<file path="src/rtl/idli_sqi_m.sv">
// idli_sqi_m: quad-SPI instruction fetch, restarts a quad READ on redirect and streams nibbles to the decoder
module idli_sqi_m #(
  parameter logic [7:0] READ_CMD   = 8'h03,
  parameter logic [6:0] ADDR_UPPER = 7'h00
) (
  input  logic        i_sqi_gck,
  input  logic        i_sqi_rst,
  input  logic [1:0]  i_sqi_ctr,
  input  logic        i_sqi_redirect,
  input  logic [15:0] i_sqi_addr,
  output logic        o_sqi_cs_n,
  output logic        o_sqi_sck_en,
  output logic [3:0]  o_sqi_sio_out,
  output logic [3:0]  o_sqi_sio_oe,
  input  logic [3:0]  i_sqi_sio_in,
  output logic [3:0]  o_sqi_rd_data,
  output logic        o_sqi_rd_vld
);
  typedef enum logic [2:0] {IDLE, REDIRECT, CMD, ADDR, DUMMY, DATA} state_t;
  state_t      state_q, state_d;
  logic [3:0]  cnt_q;
  logic [15:0] addr_q;
  logic [23:0] addr24;
  logic [4:0]  nib_idx;
  logic        active;
  assign addr24  = {ADDR_UPPER, addr_q, 1'b0};
  assign nib_idx = 5'd20 - {cnt_q[2:0], 2'b00};
  // A redirect wins everywhere except the slot-final cycle of REDIRECT, which launches the fetch
  always_comb begin
    state_d = state_q;
    if (i_sqi_redirect && !(state_q == REDIRECT && i_sqi_ctr == 2'd3))
      state_d = REDIRECT;
    else if (state_q == REDIRECT)
      state_d = i_sqi_redirect ? CMD : IDLE;
    else if (state_q == CMD && cnt_q == 4'd1)
      state_d = ADDR;
    else if (state_q == ADDR && cnt_q == 4'd5)
      state_d = DUMMY;
    else if (state_q == DUMMY && cnt_q == 4'd3)
      state_d = DATA;
  end
  always_ff @(posedge i_sqi_gck) begin
    if (i_sqi_rst) begin
      state_q <= IDLE;
      cnt_q   <= 4'd0;
      addr_q  <= 16'd0;
    end else begin
      state_q <= state_d;
      cnt_q   <= (state_d != state_q) ? 4'd0 : cnt_q + 4'd1;
      if (state_q == REDIRECT && state_d == CMD)
        addr_q <= i_sqi_addr;
    end
  end
  always_comb begin
    active        = state_q == CMD || state_q == ADDR || state_q == DUMMY || state_q == DATA;
    o_sqi_cs_n    = !active;
    o_sqi_sck_en  = active;
    o_sqi_sio_oe  = (state_q == CMD || state_q == ADDR) ? 4'hF : 4'h0;
    o_sqi_sio_out = (state_q == CMD)  ? (cnt_q[0] ? READ_CMD[3:0] : READ_CMD[7:4]) :
                    (state_q == ADDR) ? addr24[nib_idx +: 4] : 4'h0;
    o_sqi_rd_vld  = state_q == DATA;
    o_sqi_rd_data = o_sqi_rd_vld ? i_sqi_sio_in : 4'h0;
  end
endmodule

</file>
<file path="config.mk">
export PLATFORM = sky130hd
export DESIGN_NAME = idli_sqi_m
export DESIGN_NICKNAME = d
export VERILOG_FILES = /design/src/rtl/idli_sqi_m.sv
export SDC_FILE = /design/constraint.sdc
export NUM_CORES = 1
export LEC_CHECK = 0
export ABC_AREA = 1
export BUFFER_PORTS_ARGS = -buffer_cell sky130_fd_sc_hd__buf_2
export CAP_MARGIN = 20
export CORE_MARGIN = 4
export CORE_UTILIZATION = 40
export CTS_CLUSTER_SIZE = 8
export DETAILED_ROUTE_END_ITERATION = 12
export HOLD_SLACK_MARGIN = 0.15
export PLACE_DENSITY = 0.66
export SETUP_SLACK_MARGIN = 0.1
export SLEW_MARGIN = 20
export SYNTH_ARGS = -nofsm -noshare
export SYNTH_HDL_FRONTEND = slang
export SYNTH_SLANG_ARGS = --single-unit
</file>
<file path="constraint.sdc">
create_clock -name i_sqi_gck -period 1.85 [get_ports i_sqi_gck]
set_input_delay 0.37 -clock i_sqi_gck [delete_from_list [all_inputs] [get_ports i_sqi_gck]]
set_output_delay 0.37 -clock i_sqi_gck [all_outputs]
set_load 0.005 [all_outputs]
</file>
==> results of run 1 <==
-- worst reg2reg max path, delay by kind of cell (launching register included) --
family,cells,cell delay (ns)
AOI/OAI and AO/OA,1,0.16
and+or+nand+nor,7,0.59
DFF,1,0.38
buffers and inverters,3,0.31
adders and majority gates,1,0.18
-- worst max-delay path by stage --
stage	start	to	slack [ns]
after floorplan	cnt_q[1]	o_sqi_sio_out[1]	0.36
after global placement	cnt_q[1]	o_sqi_sio_out[1]	0.18
after detailed placement	cnt_q[1]	cnt_q[1]	0.17
after CTS	cnt_q[1]	o_sqi_sio_out[1]	0.03
after global routing	state_q[0]	o_sqi_sio_out[1]	-0.13
final	cnt_q[1]	o_sqi_sio_out[1]	-0.04
-- sequential cells by signal, summed over array words and instances, names as in the netlist --
name,cells
addr_q,16
cnt_q,4
state_q,3
-- synth_stat cells (all sizes together) --
cell type	number	area [um^2]
nand2	19	71.3
a21oi	13	72.6
o21ai	7	35.0
clkbuf	4	15.0
nor2	32	123
nand3	7	45.0
inv	33	124
dfxtp	23	460
buf	5	32.5
xor2	1	8.76
nand4	1	12.5
xnor2	1	8.76
o31ai	2	15.0
nor3	1	5.00
a211oi	17	128
o311ai	1	8.76
ha	4	50.1
-- cell type report --
class	count	area, um^2	area share (%)
Multi-Input combinational cell	106	658	41.1
Sequential cell	23	479	29.9
Timing Repair Buffer	49	274	17.1
Inverter	33	124	7.74
Tap cell	31	38.8	2.42
Clock buffer	4	26.3	1.64
-- metrics by stage --
stage	total power, uW	instances
6_report	924	246
5_1_grt	972	246
4_1_cts	911	244
3_5_place_dp	675	235
3_3_place_gp	669	235
2_1_floorplan	622	171
-- metal layers --
layer	vias to the layer above	track usage, %	wire, um
met3	6	3.02	149
met4	0	4.68	48
met1	551	16.6	1280
li1	641	-	-
met2	31	28.9	1520
met5	-	0	0
-- cell families (layout without fill, tap and decap cells) --
| logic type | after synthesis | count (layout) | share of synthesized area, % |
|---|---|---|---|
| buf+inv | 42 | 86 | 14.1 |
| simple gates | 60 | 60 | 21.1 |
| flops | 23 | 23 | 37.9 |
| xor+xnor | 2 | 2 | 1.44 |
| fa+ha+maj | 4 | 4 | 4.12 |
| compound gates | 40 | 40 | 21.3 |
-- placed cells by master (no fill, tap or decap), drive strengths merged --
master  Yosys  layout
inv        33      33
clkbuf      4       4
nor2       32      32
nor3        1       1
xnor2       1       1
nand2      19      19
nand3       7       7
ha          4       4
o21ai       7       7
o311ai      1       1
a211oi     17      17
o31ai       2       2
dfxtp      23      23
xor2        1       1
a21oi      13      13
nand4       1       1
buf         5      49
-- power by group --
part	switching, uW	internal (uW)
Sequential	14.0	509
Combinational	95.1	77.5
Clock	144	83.9
Total	253	670
-- what timing repair did --
action,CTS,global route
gates cloned,0,0
setup buffers,6,2
resized for setup,22,12
hold buffers,0,0
pin swaps,6,9
endpoints found under the setup margin,4,13
==> impl_metrics.csv, run 1 <==
group,metric,value,unit
sta,min_period_over_period,102,%
die,io_pins,40,
power,ir_drop,360,uV
critical_path,crit_arrival,1.52,ns
clocking,clkLatencyLatePin,0.30,ns
place,place_congestion,0.782,
clocking,clk_pin_slew,0.13,ns
place,io_buffer_count,39,
routing,drc,0,
sta,hold_ws,0.326,ns
yosys,yosys_warnings,0,
yosys,syn_inst,171,
routing,drt_iter0_drc,6,
critical_path,crit_top_cell,"inv_2",
global_routing,grt_max_degree,33,
cells_and_area,fillers,261,
place,dp_hpwl,2.14,mm
critical_path,critical_path.endpoint_type,"output port",
min_path,hp-class,"in2reg",
cells_and_area,area_growth,31.7,%
run_status,outcome,"finished, violations left",
min_path,worstHoldStart,"i_sqi_addr[1]",
sta,finalHoldViolCount,0,
sta,tightest_slew,0.362,ns
global_routing,grt_pass1_vias,1265,
cells_and_area,finalNetCount,245,
yosys,yosys.cell_types.count,22,
sta,setup_ws,-0.0418,ns
cells_and_area,final_util,56.6,%
die,row_count,19,
cells_and_area,drive_gt1_share,39.1,%
die,chipHeight,63.1,um
critical_path,crit_path_max_fanout,3,
place,pre_cts_slack,0.173,ns
clocking,clockBufferDepth,2,
critical_path,reg2reg_slack,0.17,ns
sta,rsz0062_at_grt,"yes",
power,power_density,577,nW/um^2
routing,drt-pass1-iter-count,4,
sta,setup_viol,1,
die,die_area,3980,um^2
sta,setup_tns,-0.0418,ns
critical_path,r2r_start,"cnt_q[0]",
sta,fmax,529,MHz
critical_path,rr_endpoint,"cnt_q[0]",
critical_path,path_class,"reg2out",
min_path,hold_path_depth,3,
min_path,worstHoldEndpoint,"addr_q[1]",
critical_path,cp_cell_sequence,"ha_4 -> inv_2 -> nor2_4 -> inv_2 -> o31ai_2 -> buf_2",
routing,ant_nets,0,
yosys,yosysSeqAreaShare,37.9,%
routing,vias_per_cell,5.00,
global_routing,grt_pass1_wl,5.11,mm
job,max_cap_violations,0,
sta,slew_headroom,75.9,%
place,dpl-instance-area,1420,um^2
sta,finalClockSkew,0.0117,ns
global_routing,grt_usage,15.2,%
critical_path,start_kind,"flop",
die,die_w,63.1,um
clocking,tritoncts,"done",
power,leakage,0.000713,uW
die,initial_utilization,42.9,%
routing,routed-via-count,1229,
routing,drt-wirelength-per-cell,12.2,um
critical_path,reg2reg_depth,12,
clocking,clockRootBuffer,"clkbuf_4",
yosys,syn-num-nets,200,
clocking,htreeDepth,1,
yosys,ys_ff_latch,23,
run_status,violations,"negative setup slack",
global_routing,grt-ovfl-total,0,
cells_and_area,antenna_cells,0,
sta,min_period,1.89,ns
global_routing,antenna_found_initial,0,
critical_path,slowest_delay,0.38,ns
critical_path,critPathSlowestCell,"dfxtp_4",
routing,drt-total-wl,3.00,mm
critical_path,path_depth,6,
yosys,syn_avg_cell_area,7.10,um^2
sta,slew_viol_final,0,
critical_path,path_buf_inv,3,
critical_path,required,1.48,ns
cells_and_area,final_area,1600,um^2
clocking,clock_sinks,23,
yosys,netlist_area,1210,um^2
die,core_region_area,2830,um^2
clocking,cts_buffers,3,
critical_path,critical-path-top-delay-family,"flip-flops",
Note: power is estimated with default switching activity, not from simulation.
==> run 2, diff against run 1 <==
- RECOVER_POWER: default -> 50
==> run 2 against run 1 <==
  * The flow still finishes with violations (negative setup slack)
  * Non-clock buffer count stayed put
  * Clock power hardly changed
  * Sequential share of layout area grew 0.14 points
  * Register-to-register slack is essentially flat
  * Final cell count unchanged
  * Via count is 0.65% higher
  * Flip-flop and latch count is the same
  * Worst hold slack did not move
  * Fmax is essentially flat
  * Utilization shrank 0.27 points
  * Wire length shrank 0.20%
  * Worst setup slack about the same
==> impl_metrics.csv, run 2 (synthesized netlist as in run 1, its figures left out) <==
group,metric,value,unit
clocking,cts_hold_buf,0,
sta,setup_ws,-0.0418,ns
place,io_buffer_count,39,
clocking,tritoncts,"done",
min_path,hp-class,"in2reg",
cells_and_area,fillers,264,
routing,drt-total-wl,3.00,mm
clocking,cts_buffers,3,
cells_and_area,area_growth,31.1,%
routing,routed-via-count,1237,
cells_and_area,final_area,1590,um^2
place,place_congestion,0.782,
global_routing,grt-ovfl-total,0,
sta,fmax,529,MHz
power,ir_drop,360,uV
critical_path,start_kind,"flop",
place,dpl-instance-area,1420,um^2
place,dp_hpwl,2.14,mm
sta,finalClockSkew,0.0118,ns
clocking,htreeDepth,1,
place,pre_cts_slack,0.173,ns
cells_and_area,top_regs,"addr_q x16, cnt_q x4, state_q x3",
cells_and_area,regMostFlops,"addr_q",
sta,setup_viol,1,
die,initial_utilization,42.9,%
routing,vias_per_cell,5.03,
cells_and_area,seq_area,479,um^2
cells_and_area,layout_common_cells,"39 x buf_2, 29 x nor2_1, 28 x inv_1",
sta,slew_headroom,62.2,%
power,power_density,579,nW/um^2
sta,min_period_over_period,102,%
die,die_area,3980,um^2
cells_and_area,stdcell_count,246,
global_routing,grt_pass1_vias,1265,
sta,finalHoldViolCount,0,
critical_path,crit_arrival,1.52,ns
critical_path,reg2reg_slack,0.17,ns
cells_and_area,drive_gt1_share,38.6,%
routing,drt_iter0_drc,9,
global_routing,grt_pass1_wl,5.11,mm
sta,rsz0062_at_grt,"yes",
critical_path,reg2reg_depth,12,
critical_path,path_class,"reg2out",
die,core_region_area,2830,um^2
routing,drt-pass1-iter-count,4,
die,die_w,63.1,um
critical_path,rr_endpoint,"cnt_q[0]",
place,dp.cells,235,
routing,ant_nets,0,
clocking,clockRootBuffer,"clkbuf_4",
cells_and_area,final_common_cell,"buf_2",
routing,drc,0,
global_routing,grt_max_degree,33,
min_path,hold_path_depth,3,
die,chipHeight,63.1,um
power,leakage,0.000712,uW
routing,drt-wirelength-per-cell,12.2,um
min_path,worstHoldStart,"i_sqi_addr[1]",
cells_and_area,antenna_cells,0,
clocking,clkLatencyLatePin,0.30,ns
sta,tightest_slew,0.567,ns
global_routing,grt_usage,15.2,%
power,fin_total_pwr,922,uW
run_status,outcome,"finished, violations left",
die,row_count,19,
sta,setup_tns,-0.0418,ns
run_status,violations,"negative setup slack",
critical_path,required,1.48,ns
job,max_cap_violations,0,
global_routing,antenna_found_initial,0,
critical_path,r2r_start,"cnt_q[0]",
clocking,clockBufferDepth,2,
critical_path,critical_path.endpoint_type,"output port",
sta,slew_viol_final,0,
clocking,clk_pin_slew,0.13,ns
cells_and_area,multiInputGateArea,656,um^2
clocking,clock_sinks,23,
die,io_pins,40,
cells_and_area,largest_reg_flops,16,
min_path,worstHoldEndpoint,"addr_q[1]",
critical_path,crit_path_max_fanout,3,
sta,min_period,1.89,ns
cells_and_area,finalNetCount,245,
==> run 2: power breakdown <==
part / switching [uW] / total (uW) / leakage (uW) / internal, uW
clock: 144 / 228 / 0.0000150 / 83.9
sequential: 13.9 / 523 / 0.000190 / 509
combinational: 94.6 / 171 / 0.000506 / 76.3
==> run 2: worst max-delay path by stage <==
stage | from | to | slack (ns)
floorplan | cnt_q[1] | o_sqi_sio_out[1] | 0.36
detailed placement | cnt_q[1] | cnt_q[1] | 0.17
finish | cnt_q[1] | o_sqi_sio_out[1] | -0.04
CTS | cnt_q[1] | o_sqi_sio_out[1] | 0.03
global placement | cnt_q[1] | o_sqi_sio_out[1] | 0.18
global route | state_q[0] | o_sqi_sio_out[1] | -0.13
==> run 2: critical path: stages (launching register included) <==
cell and delay (ns):
dfxtp_4 0.38, ha_4 0.28, inv_2 0.04, nor2_4 0.12, inv_2 0.06, o31ai_2 0.19
buf_2 0.16
==> run 2: stage by stage <==
step           utilization (%)  hold slack, ns
2_1_floorplan                -           0.431
3_3_place_gp              50.3           0.449
3_5_place_dp              50.3           0.449
4_1_cts                   54.8           0.326
5_1_grt                   56.3           0.310
6_report                  56.3           0.326
==> run 2: final cells by class <==
type / instances / share of cell area [%]
flip-flops and latches: 23 / 30.1
repair buffers: 49 / 16.9
well taps: 31 / 2.44
multi-input cells: 106 / 41.2
inverters: 33 / 7.78
clock buffers: 4 / 1.65
==> run 2: routing by layer <==
layer  wire [um]  vias up  part of all wire (%)  GRT usage (%)
met5           0        -                     0              0
met4          48        0                   1.6           4.68
met1        1270      552                    43           16.6
li1            -      642                     -              -
met3         160        6                   5.3           3.02
met2        1510       37                    50           28.9
==> run 2: what timing repair did <==
| item | 4_1_cts | 5_1_grt |
|---|---|---|
| setup buffers | 6 | 2 |
| pin swaps | 6 | 9 |
| gates resized for setup | 22 | 12 |
| setup endpoints to repair | 4 | 13 |
==> run 3, diff against run 2 <==
- CORE_MARGIN: 4 -> default
- TNS_END_PERCENT: default -> 20
==> run 3 against run 2 <==
  * The run ends with design-rule violations left
  * First-iteration DRC count grew to 3.3 times the previous value
  * Register-to-register slack worse by 0.02 ns
  * Largest cell class unchanged
  * Final cell count is 0.81% lower
  * Critical path type unchanged
  * Clock power fell by 3%
  * Worst hold slack better by 0.0077 ns
  * Utilization is 2.0 points lower
==> impl_metrics.csv, run 3 (synthesized netlist as in run 1, its figures left out) <==
group,metric,value,unit
cells_and_area,final_util,54.3,%
routing,vias_per_cell,5.07,
clocking,cts_hold_buf,0,
critical_path,crit_path_max_fanout,6,
place,dp.cells,235,
global_routing,grt_max_degree,33,
die,row_count,19,
global_routing,grt-ovfl-total,0,
clocking,clockBufferDepth,2,
global_routing,busiest_layer,"met2",
clocking,htreeDepth,1,
cells_and_area,antenna_cells,0,
run_status,violations,"design-rule violations",
sta,finalClockSkew,0.00483,ns
routing,drc,4,
run_status,outcome,"finished, violations left",
cells_and_area,final_common_cell,"buf_2",
global_routing,grt_usage,18.6,%
routing,drt-pass1-iter-count,9,
place,io_buffer_count,39,
sta,setup_ws,0.0263,ns
sta,fmax,548,MHz
global_routing,gr-usage-met3,3.40,%
critical_path,start_kind,"flop",
sta,setup_tns,0,ns
place,pre_cts_slack,0.125,ns
routing,drt_iter0_drc,30,
cells_and_area,drive_gt1_share,32.9,%
cells_and_area,regMostFlops,"addr_q",
global_routing,antenna_found_initial,0,
die,io_pins,40,
routing,drt-wirelength-per-cell,11.8,um
cells_and_area,finalNetCount,243,
critical_path,required,1.48,ns
job,max_cap_violations,0,
cells_and_area,final_area,1520,um^2
die,initial_utilization,43.3,%
power,power_density,595,nW/um^2
critical_path,critical_path.endpoint_type,"output port",
power,leakage,0.000694,uW
sta,min_period_over_period,98.6,%
die,die_area,3260,um^2
die,core_region_area,2810,um^2
global_routing,grt.met1_usage,21.4,%
critical_path,crit_arrival,1.45,ns
global_routing,grt_pass1_vias,1216,
clocking,clkLatencyLatePin,0.30,ns
die,die_w,57.1,um
min_path,hp-class,"in2reg",
global_routing,grt_pass1_wl,4.89,mm
cells_and_area,area_growth,25.3,%
sta,slew_viol_final,0,
place,dpl-instance-area,1420,um^2
clocking,cts_buffers,3,
clocking,tritoncts,"done",
global_routing,met2_usage,34.8,%
routing,drt-total-wl,2.88,mm
place,place_congestion,0.798,
routing,routed-via-count,1238,
power,ir_drop,408,uV
cells_and_area,layout_common_cells,"39 x buf_2, 29 x nor2_1, 28 x inv_1",
cells_and_area,top_regs,"addr_q x16, cnt_q x4, state_q x3",
sta,setup_viol,0,
routing,ant_nets,0,
sta,min_period,1.82,ns
sta,finalHoldViolCount,0,
critical_path,path_class,"reg2out",
clocking,clk_pin_slew,0.12,ns
cells_and_area,stdcell_count,244,
clocking,clockRootBuffer,"clkbuf_4",
place,dp_hpwl,2.09,mm
sta,rsz0062_at_grt,"yes",
die,chipHeight,57.1,um
cells_and_area,largest_reg_flops,16,
sta,tightest_slew,0.574,ns
sta,slew_headroom,61.8,%
clocking,clock_sinks,23,
-- run 3: through the flow --
stage / power [uW] / hold WS [ns]
2_1_floorplan: 622 / 0.431
3_3_place_gp: 669 / 0.447
3_5_place_dp: 676 / 0.450
4_1_cts: 913 / 0.326
5_1_grt: 964 / 0.306
6_report: 906 / 0.333
-- run 3: path summary, 6_finish.rpt --
path,depth (start not counted),endpoint,startpoint,slack (ns)
hold reg to reg,2,addr_q[10],addr_q[10],0.47
hold / removal,3,addr_q[0],i_sqi_addr[0],0.33
setup / recovery,6,o_sqi_sio_out[0],state_q[1],0.03
setup reg to reg,12,cnt_q[2],cnt_q[1],0.15
-- run 3: layout make-up --
cell class	instances	area (um^2)
clock buffer	4	26.3
timing repair buffer	47	250
inverter	33	124
fill	291	1280
sequential	23	470
tap	31	38.8
multi-input combinational	106	613
-- run 3: repair_timing --
| item | CTS | global route |
|---|---|---|
| gates cloned | 0 | 0 |
| endpoints found under the hold margin | 0 | 0 |
| setup endpoints to repair | 5 | 12 |
| resized for setup | 17 | 4 |
| setup buffers | 4 | 1 |
| pin swaps | 4 | 2 |
-- run 3: metal layers --
metal,wire length (um),vias to the layer above
li1,-,635
met1,1230,558
met2,1470,39
met3,131,6
met4,46,0
met5,0,-
-- run 3: power by group --
part | switching, uW | total, uW | internal (uW)
registers | 10.2 | 522 | 512
logic | 91.6 | 161 | 69.9
clock network | 138 | 222 | 83.9
-- run 3: worst max-delay path, cell delays in order, from the launching register on --
cell      delay, ns
dfxtp_2        0.34
buf_4          0.14
inv_1          0.06
nor3_2         0.19
nand2_1        0.14
o311ai_1       0.12
buf_2          0.17
